[config.mk]
export PLATFORM = sky130hd
export DESIGN_NAME = expr_check_flat
export DESIGN_NICKNAME = d
export VERILOG_FILES = /design/src/rtl/expr_check_if.sv /design/src/rtl/expr_check.sv /design/src/flat_wrapper.sv
export SDC_FILE = /design/constraint.sdc
export NUM_CORES = 1
export LEC_CHECK = 0
export BUFFER_PORTS_ARGS = -buffer_cell sky130_fd_sc_hd__buf_2
export CAP_MARGIN = 15
export CORE_AREA = 2 2 78 61
export CTS_CLUSTER_SIZE = 40
export DETAILED_ROUTE_END_ITERATION = 16
export DIE_AREA = 0 0 80 63
export SYNTH_ARGS = -nofsm -noshare
export SYNTH_HDL_FRONTEND = slang
export SYNTH_SLANG_ARGS = --single-unit
export TNS_END_PERCENT = 10
[constraint.sdc]
create_clock -name clk -period 1.9 [get_ports clk]
set_input_delay 0.19 -clock clk [delete_from_list [all_inputs] [get_ports clk]]
set_output_delay 0.19 -clock clk [all_outputs]
set_load 0.05 [all_outputs]
[src/rtl/expr_check_if.sv]
// Character stream in, expression status out, for the expr_check syntax checker.
interface expr_check_if #(
  parameter int DEP_W = 2,
  parameter int CNT_W = 8
);
  logic             in_valid;
  logic [7:0]       in;
  logic             out;
  logic             err;
  logic [DEP_W-1:0] depth;
  logic [CNT_W-1:0] operand_cnt;

  modport master (output in_valid, in, input out, err, depth, operand_cnt);
  modport slave  (input in_valid, in, output out, err, depth, operand_cnt);
endinterface

[src/rtl/expr_check.sv]
// Streaming syntax checker for arithmetic expressions, one ASCII char per valid cycle.
// All outputs are registered and reflect the character consumed on the previous edge.
module expr_check #(
  parameter int MAX_DIGITS = 4,
  parameter int MAX_DEPTH  = 3,
  parameter int CNT_W      = 8,
  parameter int DEP_W      = 2
) (
  input logic          clk,
  input logic          clr,
  expr_check_if.slave  bus
);
  localparam int DC_W = $clog2(MAX_DIGITS + 1);

  typedef enum logic [1:0] {S_START, S_NUM, S_AFTER, S_ERR} state_t;

  state_t           state, state_nxt;
  logic [DC_W-1:0]  dcnt, dcnt_nxt;
  logic [DEP_W-1:0] depth_q, depth_nxt;
  logic [CNT_W-1:0] cnt_q, cnt_nxt;
  logic             out_q, out_nxt;
  logic             err_q, err_nxt;

  logic is_digit, is_op, is_lp, is_rp, is_sp;
  logic depth_full, depth_zero;

  assign is_digit   = (bus.in >= 8'h30) && (bus.in <= 8'h39);
  assign is_op      = (bus.in == 8'h2B) || (bus.in == 8'h2D) ||
                      (bus.in == 8'h2A) || (bus.in == 8'h2F);
  assign is_lp      = (bus.in == 8'h28);
  assign is_rp      = (bus.in == 8'h29);
  assign is_sp      = (bus.in == 8'h20);
  assign depth_full = (depth_q == DEP_W'(MAX_DEPTH));
  assign depth_zero = (depth_q == '0);

  always_ff @(posedge clk) begin
    if (clr) begin
      state   <= S_START;
      dcnt    <= '0;
      depth_q <= '0;
      cnt_q   <= '0;
      out_q   <= 1'b0;
      err_q   <= 1'b0;
    end else begin
      state   <= state_nxt;
      dcnt    <= dcnt_nxt;
      depth_q <= depth_nxt;
      cnt_q   <= cnt_nxt;
      out_q   <= out_nxt;
      err_q   <= err_nxt;
    end
  end

  // Error transitions only move the state, so counters freeze at their last value.
  always_comb begin
    state_nxt = state;
    dcnt_nxt  = dcnt;
    depth_nxt = depth_q;
    cnt_nxt   = cnt_q;
    out_nxt   = out_q;
    err_nxt   = err_q;
    if (bus.in_valid) begin
      case (state)
        S_START: begin
          if (is_digit) begin
            state_nxt = S_NUM;
            dcnt_nxt  = DC_W'(1);
            cnt_nxt   = (&cnt_q) ? cnt_q : cnt_q + 1'b1;
          end else if (is_lp) begin
            if (depth_full) state_nxt = S_ERR;
            else            depth_nxt = depth_q + 1'b1;
          end else if (!is_sp) begin
            state_nxt = S_ERR;
          end
        end
        S_NUM: begin
          if (is_digit) begin
            if (dcnt == DC_W'(MAX_DIGITS)) state_nxt = S_ERR;
            else                           dcnt_nxt  = dcnt + 1'b1;
          end else if (is_op) begin
            state_nxt = S_START;
          end else if (is_rp) begin
            if (depth_zero) begin
              state_nxt = S_ERR;
            end else begin
              depth_nxt = depth_q - 1'b1;
              state_nxt = S_AFTER;
            end
          end else if (is_sp) begin
            state_nxt = S_AFTER;
          end else begin
            state_nxt = S_ERR;
          end
        end
        S_AFTER: begin
          if (is_op) begin
            state_nxt = S_START;
          end else if (is_rp) begin
            if (depth_zero) state_nxt = S_ERR;
            else            depth_nxt = depth_q - 1'b1;
          end else if (!is_sp) begin
            state_nxt = S_ERR;
          end
        end
        default: ;
      endcase
      out_nxt = ((state_nxt == S_NUM) || (state_nxt == S_AFTER)) && (depth_nxt == '0);
      err_nxt = (state_nxt == S_ERR);
    end
  end

  assign bus.out         = out_q;
  assign bus.err         = err_q;
  assign bus.depth       = depth_q;
  assign bus.operand_cnt = cnt_q;
endmodule
[src/flat_wrapper.sv]
// flat-port wrapper written by rule: the top's interface ports become plain ports
module expr_check_flat 
#(
  parameter int MAX_DIGITS = 4,
  parameter int MAX_DEPTH  = 3,
  parameter int CNT_W      = 8,
  parameter int DEP_W      = 2
)
  (clk, clr, bus_in_valid, bus_in, bus_out, bus_err, bus_depth, bus_operand_cnt);
  expr_check_if #(.DEP_W(DEP_W), .CNT_W(CNT_W)) bus_i ();
  input logic clk;
  input logic clr;
  input wire logic [$bits(bus_i.in_valid)-1:0] bus_in_valid;
  input wire logic [$bits(bus_i.in)-1:0] bus_in;
  output wire logic [$bits(bus_i.out)-1:0] bus_out;
  output wire logic [$bits(bus_i.err)-1:0] bus_err;
  output wire logic [$bits(bus_i.depth)-1:0] bus_depth;
  output wire logic [$bits(bus_i.operand_cnt)-1:0] bus_operand_cnt;
  assign bus_i.in_valid = bus_in_valid;
  assign bus_i.in = bus_in;
  assign bus_out = bus_i.out;
  assign bus_err = bus_i.err;
  assign bus_depth = bus_i.depth;
  assign bus_operand_cnt = bus_i.operand_cnt;
  expr_check #(.MAX_DIGITS(MAX_DIGITS), .MAX_DEPTH(MAX_DEPTH), .CNT_W(CNT_W), .DEP_W(DEP_W)) u_core (.clk(clk), .clr(clr), .bus(bus_i));
endmodule
Word level (Yosys, flattened, before mapping)
Index checks and enable logic that the tools add are counted.

Output and inout bits: 12. Memories kept: 0. Bits of input ports: 11. Register bits after elaboration: 17. ROM bits: 0. Latch bits: 0. Memory bits (writable): 0.

Shift operators: 0. Multiplexer cells: 28. Div/mod/pow operators: 0. Add/sub/neg operators: 4. Order comparisons: 2. Multiply operators: 0. Bitwise gates (word level): 1. Equality and inequality tests: 17. Reduce and logical (&&, ||, !) cells: 13.

Operators by type and width (number): 8-bit by 6-bit == test with 1-bit output (second input constant) (7); 2-bit 2-to-1 mux (20); 2-bit case mux with 3 select lines (2); 3-bit 2-to-1 mux (3); 8-bit by 1-bit adder with 8-bit output (second input constant) (1); 2-bit == test (second input constant) (4); 8-bit by 6-bit >= comparator with 1-bit output (second input constant) (1); 8-bit by 6-bit less-or-equal comparator with 1-bit output (second input constant) (1); 8-bit AND reduction (1); 2-bit zero test (3); 3-bit case mux with 2 select lines (1); 5-bit AND reduction (1); 2-bit by 1-bit == test with 1-bit output (second input constant) (2); 1-bit logical OR (4); 2-bit by 1-bit != test with 1-bit output (second input constant) (2); 4-bit AND reduction (1); 3-bit by 1-bit adder with 3-bit output (second input constant) (1); 3-bit == test (second input constant) (1); 2-bit by 1-bit adder with 2-bit output (second input constant) (1); 1-bit logical AND (2); 1-bit 2-to-1 mux (2); 2-bit != test (second input constant) (1); 2-bit nonzero test (1); 2-bit by 1-bit subtractor with 2-bit output (second input constant) (1); 1-bit NOT (1).

Longest topological paths before layout
Depth in word-level cells: 11. Mapped depth: 9. Gate-level depth less buffers: 8.

Least setup slack after synthesis
Ideal clock, no wire load.

Path type: flip-flop to flip-flop. From: register u_core.depth_q[0], in the netlist u_core.bus.depth[0]. To: register u_core.out_q, in the netlist u_core.bus.out. Library setup time: 0.088 ns. Cell stages (with the launch flop): 10. Arrival: 2.051 ns. Period minus slack after synthesis: 2.139 ns. Data required time: 1.812 ns. Setup slack: -0.239 ns. Cells stage by stage: dfxtp_1 clkbuf_1 o311ai_0 a31oi_1 a21oi_1 nor2_1 o21ai_0 ha_1 nand3b_4 o32ai_2.

Word-level cells in the longest chain between the ends: 10.

Ends and longest elaborated chain: start, declared (line expr_check.sv:19) `logic [DEP_W-1:0] depth_q, depth_nxt;`; start signal, assigned (line expr_check.sv:47) `depth_q <= depth_nxt;`; parallel branches: the longest is 9 deep, another holds 2-bit by 1-bit subtractor with 2-bit output; 1-bit logical AND (*) (line expr_check.sv:107) `out_nxt = ((state_nxt == S_NUM) || (state_nxt == S_AFTER)) && (depth_nxt == '0);`; end signal, assigned (line expr_check.sv:49) `out_q <= out_nxt;`; end, declared (line expr_check.sv:21) `logic out_q, out_nxt;`.

Mark *: on every way between the ends. The select of a mux whose other input is x is not followed. A chain may end at the register's enable or synchronous reset.

Final worst setup path
From: input bus_in[4]. To: register u_core.out_q, in the netlist u_core.bus.out.

Word-level cells in the longest chain between the ends: 11.

Ends and longest elaborated chain: start, declared (line flat_wrapper.sv:14) `input wire logic [$bits(bus_i.in)-1:0] bus_in;`; parallel branches: the longest is 10 deep, another holds 8-bit by 6-bit >= comparator with 1-bit output; 1-bit logical AND (*) (line expr_check.sv:107).

Marked as above.

==> run summary <==
Sw Share = 0.299
# clock sinks = 17
Vias/cell = 4.92
Total power = 893 uW
Total gr overflow = 0
Total GRT Usage = 0.123
Synth top area cells = dfxtp_1 28%, ha_1 4.1%, nor2_1 3.7%
Flops & latches, synth = 17
Sequential power share = 0.431
Netlist cell types = 54
Gpl congestion = 0.795
P_leak = 0.664 nW
Avg WL per Cell = 12.2 um
Place WS = -0.193 ns
Final setup vio count = 0
Crit share post-route = 0.962
Peak supply drop = 281 uV
Largest net degree at the start of global routing = 18
Least-Margin Pin Slew = 0.357 ns
CP required = 2.07 ns
First-pass GRT wire length = 5.04 mm
Max incr delay on CP = 0.59 ns
Crit path capture type = register
Vias = 1165
Post-CTS Setup Bufs = 0
IO buf count = 22
Min Tclk post-route = 1.83 ns
Rel. slew slack = 0.762
Data arrival time of the worst path = 1.99 ns
Initial antenna violation count = 0
Crit Reg-Reg Startpoint = u_core.bus.depth[0]
Status = finished clean
Final Max Slew Viols = 0
Hold Crit Class = in -> reg
Core Area = 4310 um2
Cells along the critical path = buf_2, or4b_1, a31oi_2, a21oi_2, nor2_1, o21ai_1, ha_1, nand3b_4, o32ai_2
Most common flop cell mapped by yosys = dfxtp_1
R2R Setup Slk = 0.12 ns
Die Y-Extent = 63 um
Boundary pin count = 23
Final Cell Area = 1630 um2
CTS tree = done
Layout area overhead = 31.8%
Root Buffer = clkbuf_8
Register area share after synthesis = 0.276
RSZ-0062 raised after global routing = false
Post-synth top area share = 0.276
Crit Path Class = in -> reg
Area of placed instances = 1560 um2
Die X = 80 um
Met2 Use GR = 0.181
Crit path launch = bus_in[4]
Switching pwr = 267 uW
Hold Startpoint = clr
Clk buf depth = 2
Drc violations = 0
Fin nets = 196
Post-route ant nets = 0
Worst-Skew Late Latency = 0.25 ns
Multi-input gate area = 865 um2
Clock transition at path regs = 0.06 ns
Row cnt = 21
Post-synth ARST share = 0
Share of cells above drive strength 1 = 0.394
Max_cap viols = 0
Most used routing layer = met1
Max H-tree Level = 1
Cell at the slowest stage of the critical path = or4b_1
Critical Path Fanout Max = 3
Synthesized area = 1230 um2
Final Skew = 0.00503 ns
Critical path launch point type = primary input
Synth Instances = 138
Initial Utilization = 0.286
M1 GR Usage = 0.184
Avg Cell Area, Syn = 8.94 um2
DRT Pass-1 Iters = 4
Number of flops mapped to enable cells by yosys = 0
# fillers = 454
Number of global-route vias before repair = 1125
Final wirelength = 2.89 mm
Met3 Usage GRT = 0.0260
Die area = 5040 um2
Power Internal = 626 uW
Worst Setup Slack, final = 0.0729 ns
Comb pwr share = 0.274
Area leader, netlist = dfxtp_1
Antenna Cells = 0
Initial DRC Count = 75
Register area = 348 um2
Syn Nets = 153
CTS Buf Count = 3
Max Freq = 0.547 GHz
Clock power frac = 0.295
Post-DP HPWL = 2.26 mm
Synth Warn # = 0
Pwr dens = 549 nW/um2
Final Hold Fails = 0
==> Yosys cell counts (2+ instances only) <==
cell type / n
nor3_1: 2
dfxtp_1: 17
a21oi_1: 6
inv_1: 4
mux2_1: 2
nand3b_1: 2
o41ai_1: 2
nand4_1: 2
mux2i_1: 3
nand2_1: 7
or4_1: 3
xnor2_1: 3
nand2b_1: 2
ha_1: 4
nand3_1: 6
a31oi_1: 4
a21o_1: 2
and4bb_2: 2
and3_1: 5
clkbuf_1: 3
o21ai_0: 4
buf_2: 4
o21a_1: 3
nor2b_1: 5
nor2_1: 12
==> cells in the final DEF, fill, tap and decap left out, types with 2 or more instances in the layout <==
master | Yosys | final
o21a_1 | 3 | 3
or4_1 | 3 | 3
nor2b_1 | 5 | 5
dfxtp_2 | 0 | 3
o41ai_1 | 2 | 2
and3_1 | 5 | 5
dfxtp_1 | 17 | 13
a21o_1 | 2 | 2
buf_2 | 4 | 22
clkbuf_8 | 0 | 3
nand2_1 | 7 | 7
nor3_1 | 2 | 2
mux2i_1 | 3 | 3
nand2b_1 | 2 | 2
inv_1 | 4 | 4
nand3_1 | 6 | 6
xnor2_1 | 3 | 3
nor2_1 | 12 | 12
and4bb_2 | 2 | 2
ha_1 | 4 | 4
mux2_1 | 2 | 2
a21oi_2 | 1 | 2
o21ai_0 | 4 | 3
buf_4 | 0 | 23
a21oi_1 | 6 | 5
nand3b_1 | 2 | 2
a31oi_1 | 4 | 3
nand4_1 | 2 | 2
==> cell type report <==
class | count | share of cell area
Timing Repair Buffer | 45 | 0.174
Inverter | 4 | 0.00923
Multi-Input combinational cell | 110 | 0.532
Tap cell | 57 | 0.0438
Sequential cell | 17 | 0.214
Clock buffer | 4 | 0.0277
==> routing by layer <==
layer	part of all wire	wire length, um
met1	0.54	1570
met2	0.43	1240
met3	0.026	76
met4	0	0
met5	0	0
==> cells by family (layout without fill, tap and decap cells) <==
family	Yosys count	after routing	synth area share
and+or+nand+nor	59	59	0.307
AOI/OAI and AO/OA	38	38	0.266
DFF	17	17	0.276
buffers and inverters	11	53	0.0375
muxes	6	6	0.0517
adders and majority gates	4	4	0.0406
xor gates and xnor gates	3	3	0.0213
==> through the flow <==
step	hold WS, ns	util	setup TNS (ns)	std cells
final	0.298	0.377	0	237
after global routing	0.348	0.377	0	237
after CTS	0.300	0.373	0	237
after detailed placement	0.494	0.363	-0.261	233
after global placement	0.478	0.363	-0.163	233
after floorplan	0.437	-	-0.00706	138
==> timing repair <==
action	in CTS	in global routing
resized for setup	0	4
hold buffers	0	0
setup endpoints to repair	0	1
==> power by group through the flow <==
stage | sequential, mW | clock [mW] | combinational [mW]
finish | 0.385 | 0.263 | 0.245
global route | 0.387 | 0.294 | 0.266
CTS | 0.384 | 0.278 | 0.241
detailed placement | 0.392 | 0 | 0.240
global placement | 0.392 | 0 | 0.238
floorplan | 0.412 | 0 | 0.130
==> path summary, 6_finish.rpt <==
check / to / depth (start not counted)
max: u_core.bus.out / 9
min: u_core.bus.operand_cnt[0] / 2
max reg2reg: u_core.bus.out / 8
min reg2reg: u_core.bus.err / 2
==> flip-flops by register name, summed over array words and instances, names as in the netlist <==
signal and cells:
u_core.bus.err 1, u_core.bus.depth 2, u_core.bus.operand_cnt 8, u_core.bus.out 1, u_core.state 2, u_core.dcnt 3
==> critical path, delay by kind of cell <==
kind	cells	cell delay (ns)
fa+ha+maj	1	0.36
buf+inv	1	0.11
simple gates	3	0.77
compound gates	4	0.57
Power figures use the tool's default switching activity.
